**src/rtl/freq_div_pkg.sv**
```systemverilog
// Shared constants and helpers for the multi-channel frequency divider.
// Periods below MIN_PERIOD are clamped so that every enabled period has at
// least one cycle at each counter value 0 and 1.
package freq_div_pkg;

    // Default width of the period, high-time and counter registers.
    localparam int unsigned CNT_W_DEF  = 32;

    // Widest counter the clamp helper handles; channels zero-extend into it.
    localparam int unsigned MAX_CNT_W  = 64;

    // Smallest effective period; requested 0 and 1 behave as this value.
    localparam int unsigned MIN_PERIOD = 2;

    typedef logic [MAX_CNT_W-1:0] cnt_max_t;

    // Channel control state. CH_PEND means a load is waiting for the next
    // period boundary; o_pending is decoded directly from it.
    typedef enum logic [1:0] {
        CH_OFF  = 2'd0,
        CH_RUN  = 2'd1,
        CH_PEND = 2'd2
    } ch_state_e;

    // Clamp a requested period to the smallest usable period.
    function automatic cnt_max_t clamp_period(input cnt_max_t period);
        if (period < cnt_max_t'(MIN_PERIOD)) begin
            return cnt_max_t'(MIN_PERIOD);
        end
        return period;
    endfunction

endpackage : freq_div_pkg

```
**src/rtl/freq_div_channel.sv**
```systemverilog
// One divider channel: period counter, active and pending period/high-time
// registers, and registered o_clk / o_tick / o_pending outputs.
// New settings only take effect at a period boundary (enable start, wrap,
// sync) or while the channel is idle, so the high phase is never truncated
// or stretched by reprogramming.
module freq_div_channel
    import freq_div_pkg::*;
#(
    parameter int unsigned CNT_W      = CNT_W_DEF,
    parameter int unsigned DEF_PERIOD = 2,
    parameter int unsigned DEF_HIGH   = 1
) (
    input  logic             i_clk,
    input  logic             i_rst_n,
    input  logic             i_enable,
    input  logic             i_load,
    input  logic             i_sync,
    input  logic [CNT_W-1:0] i_period,
    input  logic [CNT_W-1:0] i_high,
    output logic             o_clk,
    output logic             o_tick,
    output logic             o_pending
);

    ch_state_e        state_q, state_d;
    logic [CNT_W-1:0] cnt_q, cnt_d;
    logic [CNT_W-1:0] per_q, per_d;
    logic [CNT_W-1:0] high_q, high_d;
    logic [CNT_W-1:0] pper_q, pper_d;
    logic [CNT_W-1:0] phigh_q, phigh_d;
    logic             clk_q, clk_d;
    logic             tick_q, tick_d;

    logic [CNT_W-1:0] per_eff;
    logic             running;
    logic             wrap;

    // Effective period of the active setting and the wrap condition.
    always_comb begin
        per_eff = CNT_W'(clamp_period(cnt_max_t'(per_q)));
        running = (state_q != CH_OFF);
        wrap    = running && (cnt_q == (per_eff - CNT_W'(1)));
    end

    // State, counter and setting registers; async active-low reset.
    always_ff @(posedge i_clk or negedge i_rst_n) begin
        if (!i_rst_n) begin
            state_q <= CH_OFF;
            cnt_q   <= '0;
            per_q   <= CNT_W'(DEF_PERIOD);
            high_q  <= CNT_W'(DEF_HIGH);
            pper_q  <= '0;
            phigh_q <= '0;
            clk_q   <= 1'b0;
            tick_q  <= 1'b0;
        end else begin
            state_q <= state_d;
            cnt_q   <= cnt_d;
            per_q   <= per_d;
            high_q  <= high_d;
            pper_q  <= pper_d;
            phigh_q <= phigh_d;
            clk_q   <= clk_d;
            tick_q  <= tick_d;
        end
    end

    // Next-state: boundary detection, setting application and counting.
    always_comb begin
        state_d = state_q;
        cnt_d   = cnt_q;
        per_d   = per_q;
        high_d  = high_q;
        pper_d  = pper_q;
        phigh_d = phigh_q;

        if (!i_enable) begin
            // Idle: counter parked at 0; any setting lands immediately.
            state_d = CH_OFF;
            cnt_d   = '0;
            if (i_load) begin
                per_d  = i_period;
                high_d = i_high;
            end else if (state_q == CH_PEND) begin
                per_d  = pper_q;
                high_d = phigh_q;
            end
        end else if (!running || wrap || i_sync) begin
            // Period boundary: restart at 0 and apply the newest setting.
            state_d = CH_RUN;
            cnt_d   = '0;
            if (i_load) begin
                per_d  = i_period;
                high_d = i_high;
            end else if (state_q == CH_PEND) begin
                per_d  = pper_q;
                high_d = phigh_q;
            end
        end else begin
            // Mid-period: count, and park a load until the next boundary.
            cnt_d = cnt_q + CNT_W'(1);
            if (i_load) begin
                pper_d  = i_period;
                phigh_d = i_high;
                state_d = CH_PEND;
            end
        end

        // Outputs follow the counter value being registered this edge.
        clk_d  = i_enable && (cnt_d < high_d);
        tick_d = i_enable && (cnt_d == '0);
    end

    assign o_clk     = clk_q;
    assign o_tick    = tick_q;
    assign o_pending = (state_q == CH_PEND);

endmodule : freq_div_channel

```
**src/rtl/freq_div_multi.sv**
```systemverilog
// Multi-channel clock/tick divider: CHANNELS independent freq_div_channel
// instances driven from packed period / high-time buses.
// Optional feature macro: FREQ_DIV_SYNC_EN adds the i_sync input, which
// restarts every enabled channel at counter 0 on the same edge.
module freq_div_multi
    import freq_div_pkg::*;
#(
    parameter int unsigned CHANNELS   = 4,
    parameter int unsigned CNT_W      = CNT_W_DEF,
    parameter int unsigned DEF_PERIOD = 2,
    parameter int unsigned DEF_HIGH   = 1
) (
    input  logic                      i_clk,
    input  logic                      i_rst_n,
    input  logic [CHANNELS-1:0]       i_enable,
    input  logic [CHANNELS-1:0]       i_load,
    input  logic [CHANNELS*CNT_W-1:0] i_period,
    input  logic [CHANNELS*CNT_W-1:0] i_high,
`ifdef FREQ_DIV_SYNC_EN
    input  logic                      i_sync,
`endif
    output logic [CHANNELS-1:0]       o_clk,
    output logic [CHANNELS-1:0]       o_tick,
    output logic [CHANNELS-1:0]       o_pending
);

    logic sync_w;

`ifdef FREQ_DIV_SYNC_EN
    assign sync_w = i_sync;
`else
    assign sync_w = 1'b0;
`endif

    for (genvar c = 0; c < CHANNELS; c++) begin : g_ch
        freq_div_channel #(
            .CNT_W      (CNT_W),
            .DEF_PERIOD (DEF_PERIOD),
            .DEF_HIGH   (DEF_HIGH)
        ) u_ch (
            .i_clk     (i_clk),
            .i_rst_n   (i_rst_n),
            .i_enable  (i_enable[c]),
            .i_load    (i_load[c]),
            .i_sync    (sync_w),
            .i_period  (i_period[c*CNT_W +: CNT_W]),
            .i_high    (i_high[c*CNT_W +: CNT_W]),
            .o_clk     (o_clk[c]),
            .o_tick    (o_tick[c]),
            .o_pending (o_pending[c])
        );
    end

endmodule : freq_div_multi

```
**config.mk**
```make
export PLATFORM = sky130hd
export DESIGN_NAME = freq_div_multi
export DESIGN_NICKNAME = d
export VERILOG_FILES = /design/src/rtl/freq_div_pkg.sv /design/src/rtl/freq_div_channel.sv /design/src/rtl/freq_div_multi.sv
export SDC_FILE = /design/constraint.sdc
export NUM_CORES = 2
export LEC_CHECK = 0
export ABC_CLOCK_PERIOD_IN_PS = 8600
export CORE_UTILIZATION = 50
export CTS_CLUSTER_SIZE = 8
export DETAILED_ROUTE_END_ITERATION = 8
export PLACE_DENSITY = 0.69
export SYNTH_ARGS = -nofsm -noshare
export SYNTH_HDL_FRONTEND = slang
export SYNTH_SLANG_ARGS = --single-unit
```
**constraint.sdc**
```tcl
create_clock -name i_clk -period 8.6 [get_ports i_clk]
set_clock_uncertainty 0.05 [all_clocks]
set_input_delay 1.72 -clock i_clk [delete_from_list [all_inputs] [get_ports i_clk]]
set_output_delay 1.72 -clock i_clk [all_outputs]
set_load 0.02 [all_outputs]
```
# After elaboration in Yosys (flattened, before gate mapping)
# Index checks and enable logic that the tools add are counted.
# totals
register_bits	656
output_inout_bits	12
# op_classes
addsub	8
magnitude_cmp	8
n_eq_ne	16
n_mux	64
bitwise	4
reduce_logical	32
# op_table
op	n
two-way mux 32 bit	48
adder 32 x 1 -> 32 bit, second input constant	4
== test 32 bit	4
zero test 32 bit	4
less-than comparator 32 x 2 -> 1 bit, second input constant	4
less-than comparator 32 bit	4
subtractor 32 x 1 -> 32 bit, second input constant	4
two-way mux 2 bit	12
logical AND 1 bit	12
inequality test 3 x 1 -> 1 bit, second input constant	4
AND reduction 3 bit	4
== test 2 bit, second input constant	4
inequality test 2 x 1 -> 1 bit, second input constant	4
nonzero test 2 bit	4
zero test 1 bit	4
logical OR 1 bit	4
two-way mux 1 bit	4
inverter 1 bit	4

# Depth between registers and ports, before layout
# logic_depth
ltp_word	11
ltp_mapped	32

# By module
# Synthesis repeated with hierarchy kept, for this count alone.
# unflattened
cells_unflattened	4073
area_unflattened_um2	41652.4
# by_module_without_submodules
module	n_inst	cells_each	area_each_um2
freq_div_channel (g_ch[1].u_ch ...)	2	1042	10328.7
freq_div_channel (g_ch[3].u_ch)	1	977	10532.6
freq_div_channel (g_ch[0].u_ch)	1	1011	10458.8
freq_div_multi	1	1	3.8

# Worst setup path before layout
# Ideal clock, no wire load.
# synth_timing
path_type	reg-to-reg
from	register g_ch[0].u_ch.per_q[8]
to	register g_ch[0].u_ch.clk_q
setup_time_ps	66
arrival_ps	6679
t_required_ps	8484
path_slack_ps	1805
path_stages_with_launch	31
path_buffers	4
period_less_slack_ps	6795
path_cell_list	dfrtp_1 -> buf_2 -> nor4_1 -> nand4_1 -> clkbuf_1 -> or4_1 -> nand2_1 -> ha_1 -> nor4b_1 -> nand3b_1 -> or4b_1 -> a2111oi_0 -> o2111a_1 -> nand4_1 -> nor4_2 -> or2_1 -> buf_4 -> buf_4 -> mux2i_1 -> o21a_1 -> ha_1 -> a21o_1 -> a21o_1 -> a21o_1 -> a21o_1 -> a21o_1 -> a21o_1 -> a21oi_1 -> nor3_1 -> a211oi_1 -> o31a_1
# synth_between
elab_chain_cells	11
word_cells_on_any_way	13
cone_classes	add/sub (1); order compare (2); eq/ne (1); mux (6); reduce/logical (3)
# synth_lines
item	line	text
start, declared	freq_div_channel.sv:27	logic [CNT_W-1:0] per_q, per_d;
start signal, assigned	freq_div_channel.sv:50	per_q <= CNT_W'(DEF_PERIOD);
start signal, assigned	freq_div_channel.sv:59	per_q <= per_d;
less-than comparator 32 x 2 -> 1 bit	freq_div_pkg.sv:27	if (period < cnt_max_t'(MIN_PERIOD)) begin
two-way mux 1 bit	freq_div_pkg.sv:27	
two-way mux 32 bit (*)	freq_div_pkg.sv:30	return period;
subtractor 32 x 1 -> 32 bit (*)	freq_div_channel.sv:42	wrap = running && (cnt_q == (per_eff - CNT_W'(1)));
== test 32 bit (*)	freq_div_channel.sv:42	
logical AND 1 bit (*)	freq_div_channel.sv:42	
logical OR 1 bit (*)	freq_div_channel.sv:88	end else if (!running || wrap || i_sync) begin
two-way mux 32 bit	freq_div_channel.sv:88	
two-way mux 32 bit	freq_div_channel.sv:77	if (!i_enable) begin
less-than comparator 32 bit (*)	freq_div_channel.sv:110	clk_d = i_enable && (cnt_d < high_d);
logical AND 1 bit (*)	freq_div_channel.sv:110	
net g_ch[0].u_ch.clk_d	freq_div_channel.sv:31	logic clk_q, clk_d;
end signal, assigned	freq_div_channel.sv:63	clk_q <= clk_d;
end, declared	freq_div_channel.sv:31	
# Mark *: on every way through the listed nets, which the timed path passes. The rest lies on a longest branch.
# A chain may end at the register's enable or synchronous reset.

# Worst setup path in the final report
# Same ends and word-level chain as after synthesis.

==> results.cfg <==
[outcome]
status = finished clean

[yosys]
synth_top_family_by_area = simple AND/OR/NAND/NOR gates
synthSimpleGateAreaFrac_pct = 18.5
syn_inst = 4128
yosysSeqAreaShare_pct = 40.7
syn_area_um2 = 40300
synth_warnings = 0
ys_async_sr_fraction_pct = 100
syn-num-nets = 4526
synth_flop_cell = dfrtp_1
muxShareOfSynthArea_pct = 10.2
ys_ff_latch = 656
synthXorXnorAreaFrac_pct = 5.93
synth_cell_types = 90
synth-edff-count = 0
synthAdderAreaFrac_pct = 4.09
synth_compound_area_share_pct = 16.3
syn_avg_cell_area_um2 = 9.77

[floorplan]
rows = 103
start_util_pct = 50.8
dieArea_um2 = 81800
pin_count = 278
die_y_um = 286
die_w_um = 286
placeableCoreArea_um2 = 79400

[route]
vias_per_cell = 5.97
ant_nets = 0
drc_errors = 0
wl_per_cell_um = 19.3
totalWireLength_um = 103000
vias = 32036
drtPass1Iterations = 6
drtIter0Drc = 2362

[placement]
place.gp.congestion = 0.936
dp_slack_ns = 0.960
dp_hpwl_um = 72300
io_buffers = 277
post_dp_cell_area_um2 = 43500

[critical_path]
critPathLaunchType = flip-flop
ff2ff_path_depth = 23
reg2reg_to = g_ch[0].u_ch.o_clk
reg2reg_slack_ns = 0.78
end_kind = flip-flop
r2r_start = g_ch[0].u_ch.per_q[8]
critPathTopFamily = simple AND/OR/NAND/NOR gates
critical_path_class = flip-flop to flip-flop
critical_path_required_ns = 9.08
path_max_fanout = 55
cp_common_cell = nand4_1
cp.arrival_ns = 8.31
crit_slowest_cell = or4_1
crit_chain = nor4_1 -> nand4_1 -> buf_4 -> or4_1 -> nand2_1 -> ha_1 -> nor4b_1 -> nand3b_1 -> or4b_1 -> a2111oi_0 -> o2111a_1 -> nand4_1 -> nor4_2 -> or2_4 -> buf_12 -> a31oi_1 -> o21a_1 -> ha_1 -> nand4_1 -> nor4_1 -> nand2_1 -> or3_1 -> o31a_1
max_stage_delay_ns = 0.63
critPathBufInv = 2

[power]
p_clk_share_pct = 36.3
comb_power_share_pct = 20.8
p_sw_uw = 2840
p_leak_uw = 0.0192
intPower_uw = 6730
p_sw_share_pct = 29.7
vdd_drop_max_uv = 152
powerDensity_nw_per_um2 = 207
p_total_uw = 9580
seqPwrFrac_pct = 42.9

[clock_tree]
post_cts.repair.setup_buffers = 0
clk_pin_slew_ns = 0.05
htree_levels = 3
cts_resized = 0
clk_latency_ns = 0.65
cts_hold_buffers = 0
root_buffer = clkbuf_16
cts_made_buffers = 92
cts_tree = built
clockBufferDepth = 3
cts.sink_count = 656

[sta]
setup_tns_ns = 0
slew_headroom_pct = 23.8
final-setup-viol-count = 0
period_share_pct = 91.0
fmax_ghz = 0.128
worst_slack_ns = 0.777
worst_pin_slew_ns = 1.14
slew_viol_final = 0
fin_crit_ns = 7.82
hold_viol_final = 0
rsz0062_at_grt = false

[grt]
grt_max_degree = 146
grt_pass1_wl_um = 168000
antenna_found_initial = 7
track_usage_pct = 25.2
grt-ovfl-total = 0
first_global_vias = 31395

[final_layout]
fill_cells = 6945
stdcell_area_um2 = 46300
final_cell_mix = dfrtp_1, nor2_1, clkdlybuf4s50_1
nNetsFinal = 4640
syn_to_final_growth_pct = 14.7
drive_gt1_share_pct = 12.2
final_common_cell = dfrtp_1

[job]
max_cap_violations = 0

[hold_path]
whs_endpoint = g_ch[2].u_ch.pper_q[28]
hp-start = g_ch[2].u_ch.pper_q[28]
min_path_type = flip-flop to flip-flop
hold_depth = 1
worst max-delay path by stage:
stage,to,cells after the start,slack (ns),start
floorplan,g_ch[0].u_ch.o_clk,30,1.80,g_ch[0].u_ch.per_q[8]
detailed placement,g_ch[2].u_ch.o_clk,27,0.96,g_ch[2].u_ch.per_q[12]
finish,g_ch[0].u_ch.o_clk,23,0.78,g_ch[0].u_ch.per_q[8]
global placement,g_ch[0].u_ch.o_clk,23,1.09,g_ch[0].u_ch.per_q[8]
global route,g_ch[0].u_ch.o_clk,23,0.38,g_ch[0].u_ch.per_q[8]
CTS,g_ch[0].u_ch.o_clk,23,0.91,g_ch[0].u_ch.per_q[8]
logic make-up (layout without fill, tap and decap cells):
| family | count (synthesis) | after routing |
|---|---|---|
| xor gates and xnor gates | 273 | 273 |
| adders and majority gates | 132 | 132 |
| buffers and inverters | 378 | 561 |
| and+or+nand+nor | 1404 | 1404 |
| other | 0 | 5 |
| AOI/OAI and AO/OA | 904 | 904 |
| DFF | 656 | 656 |
| muxes | 381 | 381 |
power groups by stage:
stage / clock network, uW / registers, uW / logic (uW)
after global placement: 0 / 4120 / 1950
after global routing: 3690 / 4180 / 2210
after floorplan: 0 / 3970 / 1510
after detailed placement: 0 / 4150 / 1990
after CTS: 3550 / 4100 / 2010
final: 3480 / 4110 / 1990
registers in the layout, summed over array words and instances (netlist names):
register	cells
g_ch.u_ch.cnt_q	128
g_ch.u_ch.high_q	128
g_ch.u_ch.o_clk	4
g_ch.u_ch.o_tick	4
g_ch.u_ch.per_q	128
g_ch.u_ch.phigh_q	128
g_ch.u_ch.pper_q	128
g_ch.u_ch.state_q	8
stage by stage:
stage          hold WS [ns]  cells  util, %
3_3_place_gp          0.422   5198     54.8
6_report              0.436   5366     58.3
2_1_floorplan         0.409   4128        -
4_1_cts               0.441   5361     58.3
5_1_grt               0.450   5366     58.3
3_5_place_dp          0.429   5198     54.8
Yosys cell counts, types with 20 or more instances:
| cell | n | share of area (%) |
|---|---|---|
| dfrtp_1 | 648 | 40 |
| nor2_1 | 362 | 3.4 |
| nand2_1 | 233 | 2.2 |
| clkbuf_1 | 190 | 1.8 |
| mux2_2 | 185 | 5.2 |
| a21oi_1 | 155 | 1.9 |
| xnor2_1 | 154 | 3.3 |
| mux2i_1 | 144 | 3.6 |
| ha_1 | 132 | 4.1 |
| o21ai_0 | 126 | 1.6 |
| xor2_1 | 119 | 2.6 |
| nand3_1 | 97 | 1.2 |
| nor3_1 | 78 | 0.97 |
| a211oi_1 | 77 | 1.4 |
| nand3b_1 | 77 | 1.4 |
| and2_1 | 75 | 1.2 |
| a21o_1 | 72 | 1.3 |
| nand4_1 | 72 | 1.1 |
| inv_1 | 65 | 0.60 |
| o221ai_1 | 63 | 1.4 |
| nor2b_1 | 61 | 0.95 |
| o221a_2 | 60 | 1.7 |
| buf_2 | 54 | 0.67 |
| nor4_1 | 54 | 0.84 |
| a31oi_1 | 53 | 0.82 |
| mux2_1 | 52 | 1.5 |
| or2_2 | 45 | 0.70 |
| o21a_1 | 44 | 0.82 |
| buf_4 | 43 | 0.80 |
| nor3b_1 | 42 | 0.78 |
| nand2b_1 | 40 | 0.62 |
| and3_1 | 39 | 0.60 |
| or3_1 | 35 | 0.54 |
| a2bb2oi_1 | 34 | 0.74 |
| a211o_1 | 33 | 0.72 |
| a31o_2 | 33 | 0.72 |
| a22o_1 | 32 | 0.69 |
| or4_1 | 21 | 0.39 |
| o31ai_1 | 20 | 0.37 |
layer usage:
layer  track usage (%)  part of all wire [%]  wire [um]  vias to the layer above
met2              39.4                    46      47500                      793
li1                  -                     -          -                    15399
met1              35.9                    47      48200                    15678
met3              3.38                   4.8       5000                      164
met4              8.17                   2.6       2700                        2
met5                 0                 0.011         11                        -
final cells by class:
class / instances / area, um2 / area share [%]
Multi-Input combinational cell: 3094 / 22300 / 48.1
Clock inverter: 6 / 135 / 0.292
Tap cell: 1050 / 1310 / 2.84
Timing Repair Buffer: 331 / 3270 / 7.07
Clock buffer: 157 / 2600 / 5.62
Sequential cell: 656 / 16400 / 35.5
Antenna cell: 5 / 12.5 / 0.0270
Inverter: 67 / 251 / 0.543
(Power assumes the default switching activity.)
